$ cat config.mk
export PLATFORM = sky130hd
export DESIGN_NAME = mem_access_sequencer
export DESIGN_NICKNAME = d
export VERILOG_FILES = /design/src/rtl/mem_access_sequencer.sv
export SDC_FILE = /design/constraint.sdc
export NUM_CORES = 1
export LEC_CHECK = 0
export CAP_MARGIN = 25
export CORE_ASPECT_RATIO = 0.9
export CORE_MARGIN = 5
export CORE_UTILIZATION = 44
export DETAILED_ROUTE_END_ITERATION = 12
export PLACE_DENSITY = 0.92
export SLEW_MARGIN = 20
export SYNTH_ARGS = -nofsm -noshare
export SYNTH_HDL_FRONTEND = slang
export SYNTH_SLANG_ARGS = --single-unit
$ cat constraint.sdc
create_clock -name clk -period 2.2 [get_ports clk]
set_input_delay 0.22 -clock clk [delete_from_list [all_inputs] [get_ports clk]]
set_output_delay 0.22 -clock clk [all_outputs]
set_load 0.1 [all_outputs]
$ cat src/rtl/mem_access_sequencer.sv
// MEM-stage data-memory sequencer: checks alignment, runs one bus cycle per
// access, extracts/zero-extends loads and aborts stalled cycles on timeout.
module mem_access_sequencer #(
  parameter int TIMEOUT = 16
) (
  input  logic        clk,
  input  logic        rst_n,
  input  logic        mem_enable,
  input  logic        mem_RW,
  input  logic [1:0]  mem_size,
  input  logic [31:0] addr,
  input  logic [31:0] wdata,
  input  logic        bus_ack,
  input  logic [31:0] bus_rdata,
  output logic        stall,
  output logic        bus_req,
  output logic        bus_we,
  output logic [31:0] bus_addr,
  output logic [31:0] bus_wdata,
  output logic [3:0]  bus_be,
  output logic [31:0] rdata,
  output logic        rdata_valid,
  output logic        err,
  output logic        err_code
);
  localparam logic [1:0] IDLE = 2'd0;
  localparam logic [1:0] BUSY = 2'd1;
  localparam logic [1:0] DONE = 2'd2;
  localparam logic [1:0] ERR  = 2'd3;

  logic [1:0]  state;
  logic        rw_q;
  logic [1:0]  size_q;
  logic [1:0]  off_q;
  logic [7:0]  cnt;
  logic        aligned;
  logic        timeout;
  logic [3:0]  be_n;
  logic [31:0] wdata_n;
  logic [31:0] load_data;

  always_comb begin
    aligned = 1'b1;
    be_n    = 4'b1111;
    wdata_n = wdata;
    case (mem_size)
      2'b00: begin
        be_n    = 4'b0001 << addr[1:0];
        wdata_n = {4{wdata[7:0]}};
      end
      2'b01: begin
        aligned = ~addr[0];
        be_n    = addr[1] ? 4'b1100 : 4'b0011;
        wdata_n = {2{wdata[15:0]}};
      end
      default: aligned = (addr[1:0] == 2'b00);
    endcase
  end

  // Load extraction uses the size/offset latched at acceptance, not live inputs.
  always_comb begin
    load_data = bus_rdata;
    case (size_q)
      2'b00:   load_data = {24'd0, bus_rdata[8*off_q +: 8]};
      2'b01:   load_data = {16'd0, off_q[1] ? bus_rdata[31:16] : bus_rdata[15:0]};
      default: load_data = bus_rdata;
    endcase
  end

  assign timeout = (cnt == 8'(TIMEOUT - 1));
  assign stall   = rst_n & (((state == IDLE) & mem_enable) | (state == BUSY));

  always_ff @(posedge clk or negedge rst_n) begin
    if (!rst_n) begin
      state       <= IDLE;
      rw_q        <= 1'b0;
      size_q      <= 2'b00;
      off_q       <= 2'b00;
      cnt         <= 8'd0;
      bus_req     <= 1'b0;
      bus_we      <= 1'b0;
      bus_addr    <= 32'd0;
      bus_wdata   <= 32'd0;
      bus_be      <= 4'd0;
      rdata       <= 32'd0;
      rdata_valid <= 1'b0;
      err         <= 1'b0;
      err_code    <= 1'b0;
    end else begin
      rdata_valid <= 1'b0;
      err         <= 1'b0;
      case (state)
        IDLE: if (mem_enable) begin
          if (aligned) begin
            state     <= BUSY;
            rw_q      <= mem_RW;
            size_q    <= mem_size;
            off_q     <= addr[1:0];
            cnt       <= 8'd0;
            bus_req   <= 1'b1;
            bus_we    <= mem_RW;
            bus_addr  <= {addr[31:2], 2'b00};
            bus_wdata <= wdata_n;
            bus_be    <= be_n;
          end else begin
            state    <= ERR;
            err      <= 1'b1;
            err_code <= 1'b0;
          end
        end
        BUSY: begin
          // A late ack still completes the access even on the timeout cycle.
          if (bus_ack) begin
            state   <= DONE;
            bus_req <= 1'b0;
            bus_we  <= 1'b0;
            if (!rw_q) begin
              rdata       <= load_data;
              rdata_valid <= 1'b1;
            end
          end else if (timeout) begin
            state    <= ERR;
            bus_req  <= 1'b0;
            bus_we   <= 1'b0;
            err      <= 1'b1;
            err_code <= 1'b1;
          end else begin
            cnt <= cnt + 8'd1;
          end
        end
        default: state <= IDLE;
      endcase
    end
  end
endmodule

==> metrics.md, run 1 <==
| Metric | Value |
|---|---|
| Final GP Congestion | `0.7701` |
| Crit path time final | `1.796 ns` |
| Global routing's busiest layer | `met2` |
| DPL Wire Length | `11530 um` |
| M1 GR Usage | `27.77%` |
| Row cnt | `38` |
| Fraction of registers with async set/reset | `100.0%` |
| Worst min path class | `in -> reg` |
| Root Driver | `clkbuf_16` |
| Most common cell after layout, fill and taps aside | `nand2_1` |
| RSZ-0062 raised after global routing | `no` |
| Fillers | `959` |
| GRT overflow | `0` |
| Number of library cell types mapped by synthesis | `44` |
| PnR worst setup slack | `0.4038 ns` |
| Clk buf depth | `2` |
| Post-synthesis cell area | `5274 um^2` |
| Post-synth top area share | `55.99%` |
| Outcome | `finished clean` |
| Die W | `125.4 um` |
| P&R area growth vs syn | `48.66%` |
| Residual DRC | `0` |
| Core area | `11890 um^2` |
| Synth area leader | `dfrtp_1` |
| Final worst-path cycle share | `81.65%` |
| Post-cts sizing count | `0` |
| CP Launch Point | `state[0]` |
| Diodes inserted | `0` |
| CP Launch Type | `flop` |
| Setup Skew | `0.006329 ns` |
| Pin count of the biggest net entering global routing | `119` |
| Port buffer count | `206` |
| Share of cells above drive strength 1 | `20.79%` |
| Post-synth top flop | `dfrtp_1` |
| CTS tree | `built` |
| Syn. warnings | `0` |
| Slew Viols, Final | `0` |
| Fin util | `65.96%` |
| Mapped Cells | `573` |
| Die area | `14280 um^2` |
| Worst slew pin tran | `0.8430 ns` |
| Total track usage | `22.92%` |
| Initial antenna violation count | `0` |
| Arrival @ worst endpoint | `2.11 ns` |
| Drt initial violations | `495` |
| Boundary Pins | `209` |
| Clock sinks | `118` |
| Fmax | `556.7 MHz` |
| WS Path Type | `reg -> reg` |
| Nets | `880` |
| Clk_lat worst skew | `0.41 ns` |
| First-pass DRT Iterations | `6` |
| H-tree depth | `4` |
| Vias per Instance | `5.181` |
| Crit end category | `flop` |
| Critical path data required time | `2.51 ns` |
| Number of global-route vias before repair | `4927` |
| Syn Area/Cell | `9.204 um^2` |
| Place WS | `0.1955 ns` |
| Synth area leaders | `dfrtp_1 56%, nand2_1 15%, o21ai_0 6.4%, mux2i_1 4.6%, mux2_2 1.7%` |
| Routed wire length | `16230 um` |
| Post-synthesis sequential element count | `118` |
| GR Util met3 | `10.25%` |
| Num CTS Buffers | `17` |
| Crit Reg-Reg Startpoint | `state[0]` |
| Routed len/inst | `17.10 um` |
| Initial core utilization | `44.37%` |
| Crit Path Max Fanout | `65` |
| Met2 Use GR | `36.22%` |
| Slew HR | `43.59%` |
| Via count | `4917` |
| Global-route wire length before repair | `25740 um` |
| CTS clk-pin slew, worst paths | `0.06 ns` |
| ANT nets after route | `0` |
| Setup violators final | `0` |
| Number of synthesized flops with an enable pin | `0` |
| Hold_sp | `addr[24]` |
| Final hold violations | `0` |
| # Max-Cap Violations | `0` |
| Fin Setup TNS | `0 ns` |
| Most frequent cells in the layout | `213 x nand2_1, 118 x dfrtp_1, 115 x buf_4` |
| Die height | `113.9 um` |
| Seq/Total Area, Yosys | `55.99%` |
[routing by layer]
metal	share of wire, %	routed length, um
met5	0	0
met2	47	7652
met3	11	1748
met1	40	6454
met4	2.3	371
[final timing paths]
| path | depth (start not counted) | endpoint | slack, ns |
|---|---|---|---|
| min in group asynchronous | 3 | rdata[24] | 0.48 |
| worst min-delay path | 3 | bus_addr[24] | 0.34 |
| worst max register to register | 4 | rdata[15] | 0.40 |
| worst max-delay path | 4 | rdata[15] | 0.40 |
| max in group asynchronous | 3 | bus_addr[13] | 1.22 |
| worst min register to register | 2 | bus_addr[16] | 0.47 |
[critical path: stages (launching register included)]
cell and delay (ns):
dfrtp_1 0.42, inv_2 0.08, or4b_2 0.72, buf_12 0.22, o21ai_0 0.24
[registers in the layout, summed over array words and instances (netlist names)]
name	flops
bus_wdata	32
rdata	32
bus_addr	30
cnt	8
bus_be	4
off_q	2
size_q	2
state	2
bus_req	1
bus_we	1
err	1
err_code	1
rdata_valid	1
rw_q	1
[cell type report]
cell class / count / area [um^2] / area share, %
timing repair buffer: 221 / 1964 / 25.06
sequential: 118 / 2953 / 37.66
multi-input combinational: 414 / 2128 / 27.15
clock inverter: 10 / 95.09 / 1.213
inverter: 4 / 15.01 / 0.1915
tap: 160 / 200.2 / 2.553
clock buffer: 22 / 484.2 / 6.176
[metrics by stage]
stage | area [um^2] | hold WS, ns | cells
after floorplan | 5283 | -0.07559 | 574
after global placement | 7251 | 0.3876 | 916
after detailed placement | 7251 | 0.3800 | 916
after CTS | 7840 | 0.3240 | 949
after global routing | 7840 | 0.3259 | 949
final | 7840 | 0.3419 | 949
[cell families (layout without fill, tap and decap cells)]
family / after synthesis / count (layout) / share of synthesized area [%]
AO/OA/AOI/OAI: 112 / 112 / 12.62
buffers and inverters: 42 / 257 / 3.843
adder cells (fa/ha/maj): 1 / 1 / 0.2372
XOR/XNOR: 3 / 3 / 0.4983
flip-flops: 118 / 118 / 55.99
multiplexers: 32 / 32 / 6.263
AND/OR/NAND/NOR: 264 / 264 / 20.47
other: 1 / 2 / 0.07111
[cells in the mapped netlist (all sizes together), types with 3 or more instances]
library cell  count
buf              17
a222oi            8
dfrtp           118
nor2b             3
nand3             7
o21ai            68
inv               3
nand2           213
a22o              8
mux2              8
a21oi            14
a22oi             8
mux2i            24
clkbuf           21
nor2             20
nor4              3
[what timing repair did]
action                                 4_1_cts  5_1_grt
buffers inserted                             0        0
hold buffers                                 1        0
endpoints found under the hold margin      118        0
Power of run 1 is not shown: default switching activity piles up to over one toggle a cycle in this logic, so the estimate is an artifact.
==> run 2, diff against run 1 <==
- clock period: 2.2 -> 1.7 ns (I/O delays scaled with it)
==> run 2 against run 1 <==
  * Final cell count rose by 2.3%
  * Global-route usage up 0.85 points
  * Routed wire length increased by 3.5%
  * Maximum frequency increased by 11%
  * Clock skew grew 0.0030 ns
  * Register-to-register slack got worse by 0.32 ns
  * Worst hold slack worse by 0.045 ns
==> metrics.md, run 2 (synthesis gave the netlist of run 1 again) <==
| Metric | Value |
|---|---|
| CTS clk-pin slew, worst paths | `0.06 ns` |
| Fmax | `619.2 MHz` |
| Total track usage | `23.78%` |
| Port buffer count | `206` |
| Fillers | `892` |
| Diodes inserted | `0` |
| Setup violators final | `0` |
| # Max-Cap Violations | `0` |
| Boundary Pins | `209` |
| Crit end category | `flop` |
| Largest registers | `bus_wdata: 32 flops, rdata: 32 flops, bus_addr: 30 flops` |
| Die area | `14280 um^2` |
| Final GP Congestion | `0.8311` |
| Via count | `5120` |
| Post-CTS Setup Bufs | `0` |
| Min Hold Slack | `0.2968 ns` |
| Final worst-path cycle share | `95.00%` |
| Crit path time final | `1.615 ns` |
| Slew Viols, Final | `0` |
| Residual DRC | `0` |
| Setup Skew | `0.009313 ns` |
| Crit Path Max Fanout | `6` |
| Footprint of the multi-input gates | `2155 um^2` |
| Post-DP Area | `7607 um^2` |
| Number of global-route vias before repair | `5133` |
| RSZ-0062 raised after global routing | `yes` |
| Slew HR | `54.74%` |
| Area taken by flip-flops and latches | `2955 um^2` |
| Clk_lat worst skew | `0.40 ns` |
| Drt initial violations | `484` |
| Nets | `905` |
| Critical path data required time | `1.99 ns` |
| Die W | `125.4 um` |
| Share of cells above drive strength 1 | `23.92%` |
| Root Driver | `clkbuf_16` |
| Die height | `113.9 um` |
| First-pass DRT Iterations | `7` |
| Num CTS Buffers | `17` |
| CP Launch Type | `flop` |
| DPL Wire Length | `12230 um` |
| P&R area growth vs syn | `55.68%` |
| Initial antenna violation count | `0` |
| GRT overflow | `0` |
| CTS tree | `built` |
| Fin util | `69.07%` |
| Clock sinks | `118` |
| Initial core utilization | `44.37%` |
| Global-route wire length before repair | `26810 um` |
| Routed len/inst | `17.30 um` |
| Pin count of the biggest net entering global routing | `119` |
| WS Path Type | `reg -> reg` |
| Row cnt | `38` |
| Most frequent cells in the layout | `213 x nand2_1, 127 x buf_4, 116 x dfrtp_1` |
| Routed wire length | `16790 um` |
| Most common cell after layout, fill and taps aside | `nand2_1` |
| Worst min path class | `in -> reg` |
| Worst slew pin tran | `0.6789 ns` |
| Outcome | `finished clean` |
| Cell area after layout | `8210 um^2` |
| Clk buf depth | `2` |
| Final hold violations | `0` |
| ANT nets after route | `0` |
| Vias per Instance | `5.273` |
| Core area | `11890 um^2` |
| H-tree depth | `4` |
| Arrival @ worst endpoint | `1.91 ns` |
==> run 2: worst max-delay path, stage by stage, from the launching register on <==
cell and delay, ns:
dfrtp_1 0.42, buf_4 0.18, nor3b_1 0.42, buf_4 0.20, nor2_1 0.03, nor4_1 0.25
==> run 2: cell type report <==
class                   instances  share of cell area [%]
clock buffers                  20                   5.684
multi-input cells             414                   26.24
well taps                     160                   2.438
repair buffers                246                   28.19
clock inverters                 9                   1.265
flip-flops and latches        118                   36.00
inverters                       4                  0.1829
==> run 2: metal layers <==
layer / up-vias / wire length (um) / track usage, %
met5: - / 0 / 0
met4: 0 / 429 / 9.393
met3: 33 / 2042 / 11.24
met2: 283 / 8178 / 39.27
met1: 2413 / 6144 / 26.92
li1: 2391 / - / -
==> run 2: worst paths after layout <==
path                                end  startpoint  cells after the start  slack, ns
hold reg to reg                off_q[0]    off_q[0]                      2       0.47
setup reg to reg                 cnt[2]    state[1]                      5       0.08
setup / recovery                 cnt[2]    state[1]                      5       0.08
min in group asynchronous        cnt[5]       rst_n                      3       0.38
max in group asynchronous      state[0]       rst_n                      3       0.71
hold / removal             bus_addr[30]    addr[30]                      3       0.30
==> run 2: timing repair <==
action,CTS,global route
hold endpoints to repair,118,0
endpoints found under the setup margin,0,57
hold buffers,1,0
resized for setup,0,12
==> run 2: through the flow <==
| step | setup WS, ns | TNS, ns | instances |
|---|---|---|---|
| after detailed placement | -0.07698 | -0.1935 | 941 |
| after global routing | -0.01651 | -0.02554 | 971 |
| final | 0.08496 | 0 | 971 |
| after floorplan | 0.08391 | 0 | 574 |
| after global placement | -0.06364 | -0.1051 | 941 |
| after CTS | 0.004619 | 0 | 971 |
Power of run 2 is left out for the same reason.
